### src/rtl/cpu_trace_defs.vh
// State encodings and ASCII constants shared by the trace emitter.
// The emit states from StCaret onward are numbered in output order, so "next field" is state + 1.
`ifndef CPU_TRACE_DEFS_VH
`define CPU_TRACE_DEFS_VH

localparam logic [3:0] StIdle  = 4'd0;
localparam logic [3:0] StConv  = 4'd1;
localparam logic [3:0] StCaret = 4'd2;
localparam logic [3:0] StTime  = 4'd3;
localparam logic [3:0] StAt    = 4'd4;
localparam logic [3:0] StPc    = 4'd5;
localparam logic [3:0] StColon = 4'd6;
localparam logic [3:0] StSp1   = 4'd7;
localparam logic [3:0] StTag   = 4'd8;
localparam logic [3:0] StField = 4'd9;
localparam logic [3:0] StSp2   = 4'd10;
localparam logic [3:0] StLt    = 4'd11;
localparam logic [3:0] StEq    = 4'd12;
localparam logic [3:0] StSp3   = 4'd13;
localparam logic [3:0] StData  = 4'd14;
localparam logic [3:0] StHash  = 4'd15;

localparam logic [7:0] CharCaret  = 8'h5e;
localparam logic [7:0] CharAt     = 8'h40;
localparam logic [7:0] CharColon  = 8'h3a;
localparam logic [7:0] CharDollar = 8'h24;
localparam logic [7:0] CharStar   = 8'h2a;
localparam logic [7:0] CharLt     = 8'h3c;
localparam logic [7:0] CharEq     = 8'h3d;
localparam logic [7:0] CharHash   = 8'h23;
localparam logic [7:0] CharSpace  = 8'h20;

`endif

### src/rtl/cpu_trace_emitter_pkg.sv
// Shared constants and character helpers for the CPU trace emitter.
package cpu_trace_emitter_pkg;

    localparam int unsigned MaxDec = 9999;

    function automatic logic [7:0] hex_char(input logic [3:0] n);
        if (n < 4'd10) begin
            return 8'h30 + {4'b0000, n};
        end
        return 8'h57 + {4'b0000, n};
    endfunction

    function automatic logic [7:0] dec_char(input logic [3:0] n);
        return 8'h30 + {4'b0000, n};
    endfunction

    // Significant digit count of a 4-digit BCD value; zero still shows one digit.
    function automatic logic [2:0] bcd_ndig(input logic [15:0] b);
        if (b[15:12] != 4'd0) begin
            return 3'd4;
        end else if (b[11:8] != 4'd0) begin
            return 3'd3;
        end else if (b[7:4] != 4'd0) begin
            return 3'd2;
        end
        return 3'd1;
    endfunction

endpackage

### src/rtl/dec4_conv.sv
// Sequential 14-bit binary to 4-digit BCD converter (double dabble, one bit per cycle).
module dec4_conv
    import cpu_trace_emitter_pkg::*;
(
    input  logic        clk,
    input  logic        reset,
    input  logic        start,
    input  logic [13:0] bin,
    output logic [15:0] bcd,
    output logic [2:0]  ndig,
    output logic        done
);

    logic [15:0] bcd_q, bcd_d, adj;
    logic [13:0] bin_q, bin_d;
    logic [3:0]  cnt_q, cnt_d;

    always_comb begin
        adj = bcd_q;
        for (int i = 0; i < 4; i++) begin
            if (adj[4*i +: 4] >= 4'd5) begin
                adj[4*i +: 4] = adj[4*i +: 4] + 4'd3;
            end
        end
        bcd_d = bcd_q;
        bin_d = bin_q;
        cnt_d = cnt_q;
        if (start) begin
            bcd_d = '0;
            bin_d = bin;
            cnt_d = 4'd14;
        end else if (cnt_q != 4'd0) begin
            {bcd_d, bin_d} = {adj[14:0], bin_q, 1'b0};
            cnt_d = cnt_q - 4'd1;
        end
    end

    always_ff @(posedge clk) begin
        if (reset) begin
            bcd_q <= '0;
            bin_q <= '0;
            cnt_q <= '0;
        end else begin
            bcd_q <= bcd_d;
            bin_q <= bin_d;
            cnt_q <= cnt_d;
        end
    end

    // High during the cycle whose edge performs the final shift.
    assign done = (cnt_q == 4'd1);
    assign bcd  = bcd_q;
    assign ndig = bcd_ndig(bcd_q);

endmodule

### src/rtl/cpu_trace_emitter.sv
// Serialises one register/memory write record per handshake into an ASCII trace line.
module cpu_trace_emitter
    import cpu_trace_emitter_pkg::*;
(
    input  logic        clk,
    input  logic        reset,
    input  logic        in_valid,
    output logic        in_ready,
    input  logic        kind,
    input  logic [13:0] time_val,
    input  logic [31:0] pc,
    input  logic [13:0] grf,
    input  logic [31:0] addr,
    input  logic [31:0] data,
    output logic [7:0]  char_out,
    output logic        out_valid,
    input  logic        out_ready,
    output logic        last,
    output logic        clamped
);

    `include "cpu_trace_defs.vh"

    logic [3:0]  state_q, state_d;
    logic [2:0]  idx_q, idx_d;
    logic        kind_q, kind_d;
    logic [31:0] pc_q, pc_d;
    logic [31:0] addr_q, addr_d;
    logic [31:0] data_q, data_d;
    logic        clamped_q, clamped_d;

    logic        accept, fire, seg_end;
    logic [13:0] t_sat, g_sat;
    logic [15:0] t_bcd, g_bcd;
    logic [2:0]  t_ndig, g_ndig;
    logic        t_done, g_done;
    logic [1:0]  t_pos, g_pos;

    assign in_ready  = (state_q == StIdle);
    assign out_valid = (state_q >= StCaret);
    assign last      = (state_q == StHash);
    assign clamped   = clamped_q;
    assign accept    = in_valid && in_ready;
    assign fire      = out_valid && out_ready;

    assign t_sat = (time_val > 14'(MaxDec)) ? 14'(MaxDec) : time_val;
    assign g_sat = (grf > 14'(MaxDec)) ? 14'(MaxDec) : grf;

    dec4_conv u_time_conv (
        .clk   (clk),
        .reset (reset),
        .start (accept),
        .bin   (t_sat),
        .bcd   (t_bcd),
        .ndig  (t_ndig),
        .done  (t_done)
    );

    dec4_conv u_grf_conv (
        .clk   (clk),
        .reset (reset),
        .start (accept),
        .bin   (g_sat),
        .bcd   (g_bcd),
        .ndig  (g_ndig),
        .done  (g_done)
    );

    always_comb begin
        case (state_q)
            StTime:  seg_end = (idx_q == t_ndig - 3'd1);
            StPc:    seg_end = (idx_q == 3'd7);
            StData:  seg_end = (idx_q == 3'd7);
            StField: seg_end = kind_q ? (idx_q == 3'd7) : (idx_q == g_ndig - 3'd1);
            default: seg_end = 1'b1;
        endcase
    end

    always_comb begin
        state_d   = state_q;
        idx_d     = idx_q;
        kind_d    = kind_q;
        pc_d      = pc_q;
        addr_d    = addr_q;
        data_d    = data_q;
        clamped_d = clamped_q;
        if (state_q == StIdle) begin
            if (accept) begin
                state_d   = StConv;
                idx_d     = 3'd0;
                kind_d    = kind;
                pc_d      = pc;
                addr_d    = addr;
                data_d    = data;
                clamped_d = (time_val > 14'(MaxDec)) || (grf > 14'(MaxDec));
            end
        end else if (state_q == StConv) begin
            if (t_done && g_done) begin
                state_d = StCaret;
            end
        end else if (fire) begin
            if (!seg_end) begin
                idx_d = idx_q + 3'd1;
            end else if (state_q == StHash) begin
                state_d   = StIdle;
                idx_d     = 3'd0;
                clamped_d = 1'b0;
            end else begin
                state_d = state_q + 4'd1;
                idx_d   = 3'd0;
            end
        end
    end

    always_ff @(posedge clk) begin
        if (reset) begin
            state_q   <= StIdle;
            idx_q     <= '0;
            kind_q    <= 1'b0;
            pc_q      <= '0;
            addr_q    <= '0;
            data_q    <= '0;
            clamped_q <= 1'b0;
        end else begin
            state_q   <= state_d;
            idx_q     <= idx_d;
            kind_q    <= kind_d;
            pc_q      <= pc_d;
            addr_q    <= addr_d;
            data_q    <= data_d;
            clamped_q <= clamped_d;
        end
    end

    // Decimal fields are printed most significant digit first.
    assign t_pos = 2'(t_ndig - 3'd1 - idx_q);
    assign g_pos = 2'(g_ndig - 3'd1 - idx_q);

    always_comb begin
        char_out = 8'h00;
        case (state_q)
            StCaret: char_out = CharCaret;
            StTime:  char_out = dec_char(t_bcd[{t_pos, 2'b00} +: 4]);
            StAt:    char_out = CharAt;
            StPc:    char_out = hex_char(pc_q[{~idx_q, 2'b00} +: 4]);
            StColon: char_out = CharColon;
            StSp1:   char_out = CharSpace;
            StTag:   char_out = kind_q ? CharStar : CharDollar;
            StField: char_out = kind_q ? hex_char(addr_q[{~idx_q, 2'b00} +: 4])
                                       : dec_char(g_bcd[{g_pos, 2'b00} +: 4]);
            StSp2:   char_out = CharSpace;
            StLt:    char_out = CharLt;
            StEq:    char_out = CharEq;
            StSp3:   char_out = CharSpace;
            StData:  char_out = hex_char(data_q[{~idx_q, 2'b00} +: 4]);
            StHash:  char_out = CharHash;
            default: char_out = 8'h00;
        endcase
    end

endmodule

### config.mk
export PLATFORM = sky130hd
export DESIGN_NAME = cpu_trace_emitter
export DESIGN_NICKNAME = d
export VERILOG_FILES = /design/src/rtl/cpu_trace_emitter_pkg.sv /design/src/rtl/dec4_conv.sv /design/src/rtl/cpu_trace_emitter.sv
export VERILOG_INCLUDE_DIRS = /design/src /design/src/rtl
export SDC_FILE = /design/constraint.sdc
export NUM_CORES = 1
export LEC_CHECK = 0
export ABC_AREA = 1
export BUFFER_PORTS_ARGS = -buffer_cell sky130_fd_sc_hd__buf_2
export CORE_UTILIZATION = 63
export CTS_BUF_LIST = sky130_fd_sc_hd__clkbuf_4
export CTS_CLUSTER_DIAMETER = 200
export CTS_CLUSTER_SIZE = 40
export DETAILED_ROUTE_END_ITERATION = 10
export GPL_ROUTABILITY_DRIVEN = 1
export MAX_ROUTING_LAYER = met4
export PLACE_DENSITY = 0.87
export RECOVER_POWER = 100
export SYNTH_ARGS = -nofsm -noshare
export SYNTH_HDL_FRONTEND = slang
export SYNTH_SLANG_ARGS = --single-unit
### constraint.sdc
create_clock -name clk -period 6.8 [get_ports clk]
set_input_delay 1.02 -clock clk [delete_from_list [all_inputs] [get_ports clk]]
set_output_delay 1.02 -clock clk [all_outputs]
set_load 0.02 [all_outputs]
==> results.py <==
metrics = {
    "flow_run": {
        "maxCapViolCount": 1,
    },
    "route": {
        "wl_met1_um": 10500,
        "wl_met3_um": 1520,
        "drt.antenna.violating_nets": 0,
        "drc": 0,
        "drt_wl_total_um": 22900,
        "wl_per_cell_um": 13.8,
        "via_per_inst": 5.62,
        "vias": 9296,
        "routed-wl-met2_um": 10300,
        "dr.first_iter.drc_count": 662,
        "top_layer": "met4",
        "dr.pass1.iters": 5,
    },
    "timing": {
        "worst_slack_ns": 1.39,
        "finalCriticalPeriod_ns": 5.41,
        "worst_pin_slew_ns": 2.97,
        "setup_viol": 0,
        "finalMaxSlewViolations": 88,
        "final.setup_skew_ns": 0.0155,
        "rsz0062_at_grt": "no",
        "tns_ns": 0,
        "max-slew-margin-rel_pct": -98.1,
        "max_freq_ghz": 0.185,
        "post-route-period-util_pct": 79.6,
        "hold_viol_final": 0,
    },
    "clock_tree": {
        "post_cts_resized": 0,
        "clk_latency_ns": 0.58,
        "cts.clk_slew.worst_paths_ns": 0.13,
        "cts_buffer_depth": 2,
        "cts_buffers": 17,
        "htree_levels": 4,
        "hold_buffers": 0,
        "ctsRootBufferMaster": "clkbuf_4",
        "cts_setup_buffers": 0,
        "cts_tree": "done",
        "cts.sinks": 173,
    },
    "place": {
        "gp_congestion": 0.894,
        "dp.cells": 1622,
        "portBuffers": 139,
        "pre_cts_ws_ns": 2.71,
        "post-dp-hpwl_um": 16000,
    },
    "pwr": {
        "ir_worst_vdd_mv": 0.231,
        "p_leak_nw": 4.70,
        "total_power_mw": 4.80,
        "p_per_area_mw_per_mm2": 474,
    },
    "finish": {
        "drive_gt1_share_pct": 12.7,
        "final_nets": 1614,
        "instances_no_fill": 1654,
        "area_growth_pct": 8.26,
        "fin_util_pct": 69.9,
        "fillCellCount": 1296,
    },
    "synthesis": {
        "ys_seq_area_share_pct": 37.1,
        "synthTopCellsByCount": "nand2_1 (222), dfxtp_1 (173), inv_1 (166), o21ai_0 (166), nor2_1 (154)",
        "async_flop_share_pct": 0,
        "synth_area_leader_cell": "dfxtp_1",
        "synthesis.nets": 1525,
        "synth_cells": 1368,
        "synth_ff_type": "dfxtp_1",
        "ys_types": 45,
        "synth_area_per_cell_um2": 6.83,
        "synth.area.top_cells": "dfxtp_1 (37%), nand2_1 (8.9%), o21ai_0 (8.9%), a21oi_1 (8.0%), inv_1 (6.7%)",
        "synth_seq_cells": 173,
        "synth_edf_count": 0,
        "synth_top_area_share_pct": 37.1,
        "syn_area_mm2": 0.00934,
        "yosysMostFrequentCell": "nand2_1",
        "yosys_warnings": 0,
    },
    "worst_setup_path": {
        "cp_max_fo": 44,
        "reg2reg_slack_ns": 1.68,
        "worstSetupPathType": "flop to output port",
        "crit_start": "idx_q[0]",
        "worstReg2RegEnd": "addr_q[26]",
        "worst_setup_path_end_kind": "output port",
        "reg2reg_from": "state_q[0]",
        "critical_path_arrival_ns": 4.39,
        "start_kind": "flop",
        "required_ns": 5.78,
        "r2r_cells": 8,
    },
    "die": {
        "dieWidth_um": 124,
        "fp.coreArea_mm2": 0.0145,
        "rows": 44,
        "dieArea_mm2": 0.0153,
        "start_util_pct": 64.5,
        "io_pins": 141,
        "die_h_um": 124,
    },
    "global_routing": {
        "grt_max_degree": 123,
        "grt_pass1_wl_um": 37400,
        "grt_remaining_overflow": 0,
        "antenna_found_initial": 0,
        "first_global_vias": 8101,
        "grt_use_total_pct": 31.7,
    },
    "hold_path": {
        "worstHoldStart": "data_q[2]",
        "hold_path_class": "flop to flop",
        "hold_end": "data_q[2]",
        "hold_depth": 2,
    },
    "status": {
        "violations": "max-capacitance violations, max-slew violations",
        "status": "finished, violations left",
    },
}
-- state kept, by name, summed over array words and instances, names as in the netlist, 14 cells and up --
name               flops
u_time_conv.bin_q     14
data_q                32
pc_q                  32
addr_q                32
u_time_conv.bcd       16
u_grf_conv.bin_q      14
u_grf_conv.bcd        16
-- placed cells by master, fill, tap and decap left out, types with 13 or more instances in the layout --
cell      Yosys  layout
xor2_1       13      13
a21oi_1     149     149
buf_2        29     132
nor2_1      154     155
ha_1         28      28
inv_1       166     167
nand2_1     222     226
o21ai_0     166     167
dfxtp_1     173     173
clkbuf_4      0      20
nand3_1      94      96
o211ai_1     34      34
-- metrics by stage --
step                hold slack, ns  cell area, um2
floorplan                    0.429            9340
global placement             0.441            9900
detailed placement           0.445            9900
CTS                          0.464           10200
global route                 0.476           10100
finish                       0.463           10100
-- worst max-delay path, cell delays in order (launching register included) --
cell	delay [ns]
dfxtp_1	1.17
buf_4	0.54
inv_1	0.41
o21ai_0	0.27
nand2_1	0.07
o21ai_0	0.40
ha_1	0.22
inv_1	0.06
o21ai_0	0.16
nand3_1	0.10
nand2_1	0.07
nor2_1	0.04
nand2_1	0.07
clkbuf_1	0.23
-- metal layers --
metal	track usage (%)	vias to the layer above
met4	10.7	0
met2	47.2	329
li1	-	4677
met5	-	-
met3	6.32	50
met1	42.8	4240
-- worst max-delay path by stage --
| stage | to | slack [ns] | depth (start not counted) |
|---|---|---|---|
| floorplan | char_out[1] | 3.55 | 14 |
| global route | char_out[2] | 0.94 | 13 |
| detailed placement | u_time_conv.bcd[15] | 2.71 | 8 |
| global placement | u_time_conv.bcd[15] | 2.82 | 8 |
| finish | char_out[2] | 1.39 | 13 |
| CTS | char_out[2] | 2.24 | 14 |
-- layout make-up --
| cell class | instances | area, um2 | area share [%] |
|---|---|---|---|
| inverters | 175 | 659 | 6.52 |
| repair buffers | 145 | 728 | 7.20 |
| flip-flops and latches | 173 | 3460 | 34.2 |
| clock buffers | 20 | 150 | 1.48 |
| clock inverters | 11 | 120 | 1.19 |
| diodes | 1 | 2.50 | 0.0247 |
| well taps | 184 | 230 | 2.28 |
| multi-input cells | 945 | 4760 | 47.1 |
-- cell families (layout without fill, tap and decap cells) --
family	count (synthesis)	in the layout	synth area share, %
xor+xnor	14	14	1.31
compound gates	390	390	22.9
flops	173	173	37.1
fa+ha+maj	28	28	3.75
buf+inv	250	351	11.5
simple gates	512	512	23.5
other cells	1	2	0.0401
-- where the power goes --
group | switching (mW) | internal [mW] | total, mW
Sequential | 0.194 | 1.32 | 1.52
Clock | 0.355 | 0.227 | 0.582
Combinational | 1.83 | 0.871 | 2.70
No activity file was read; power rests on OpenSTA's default activity.
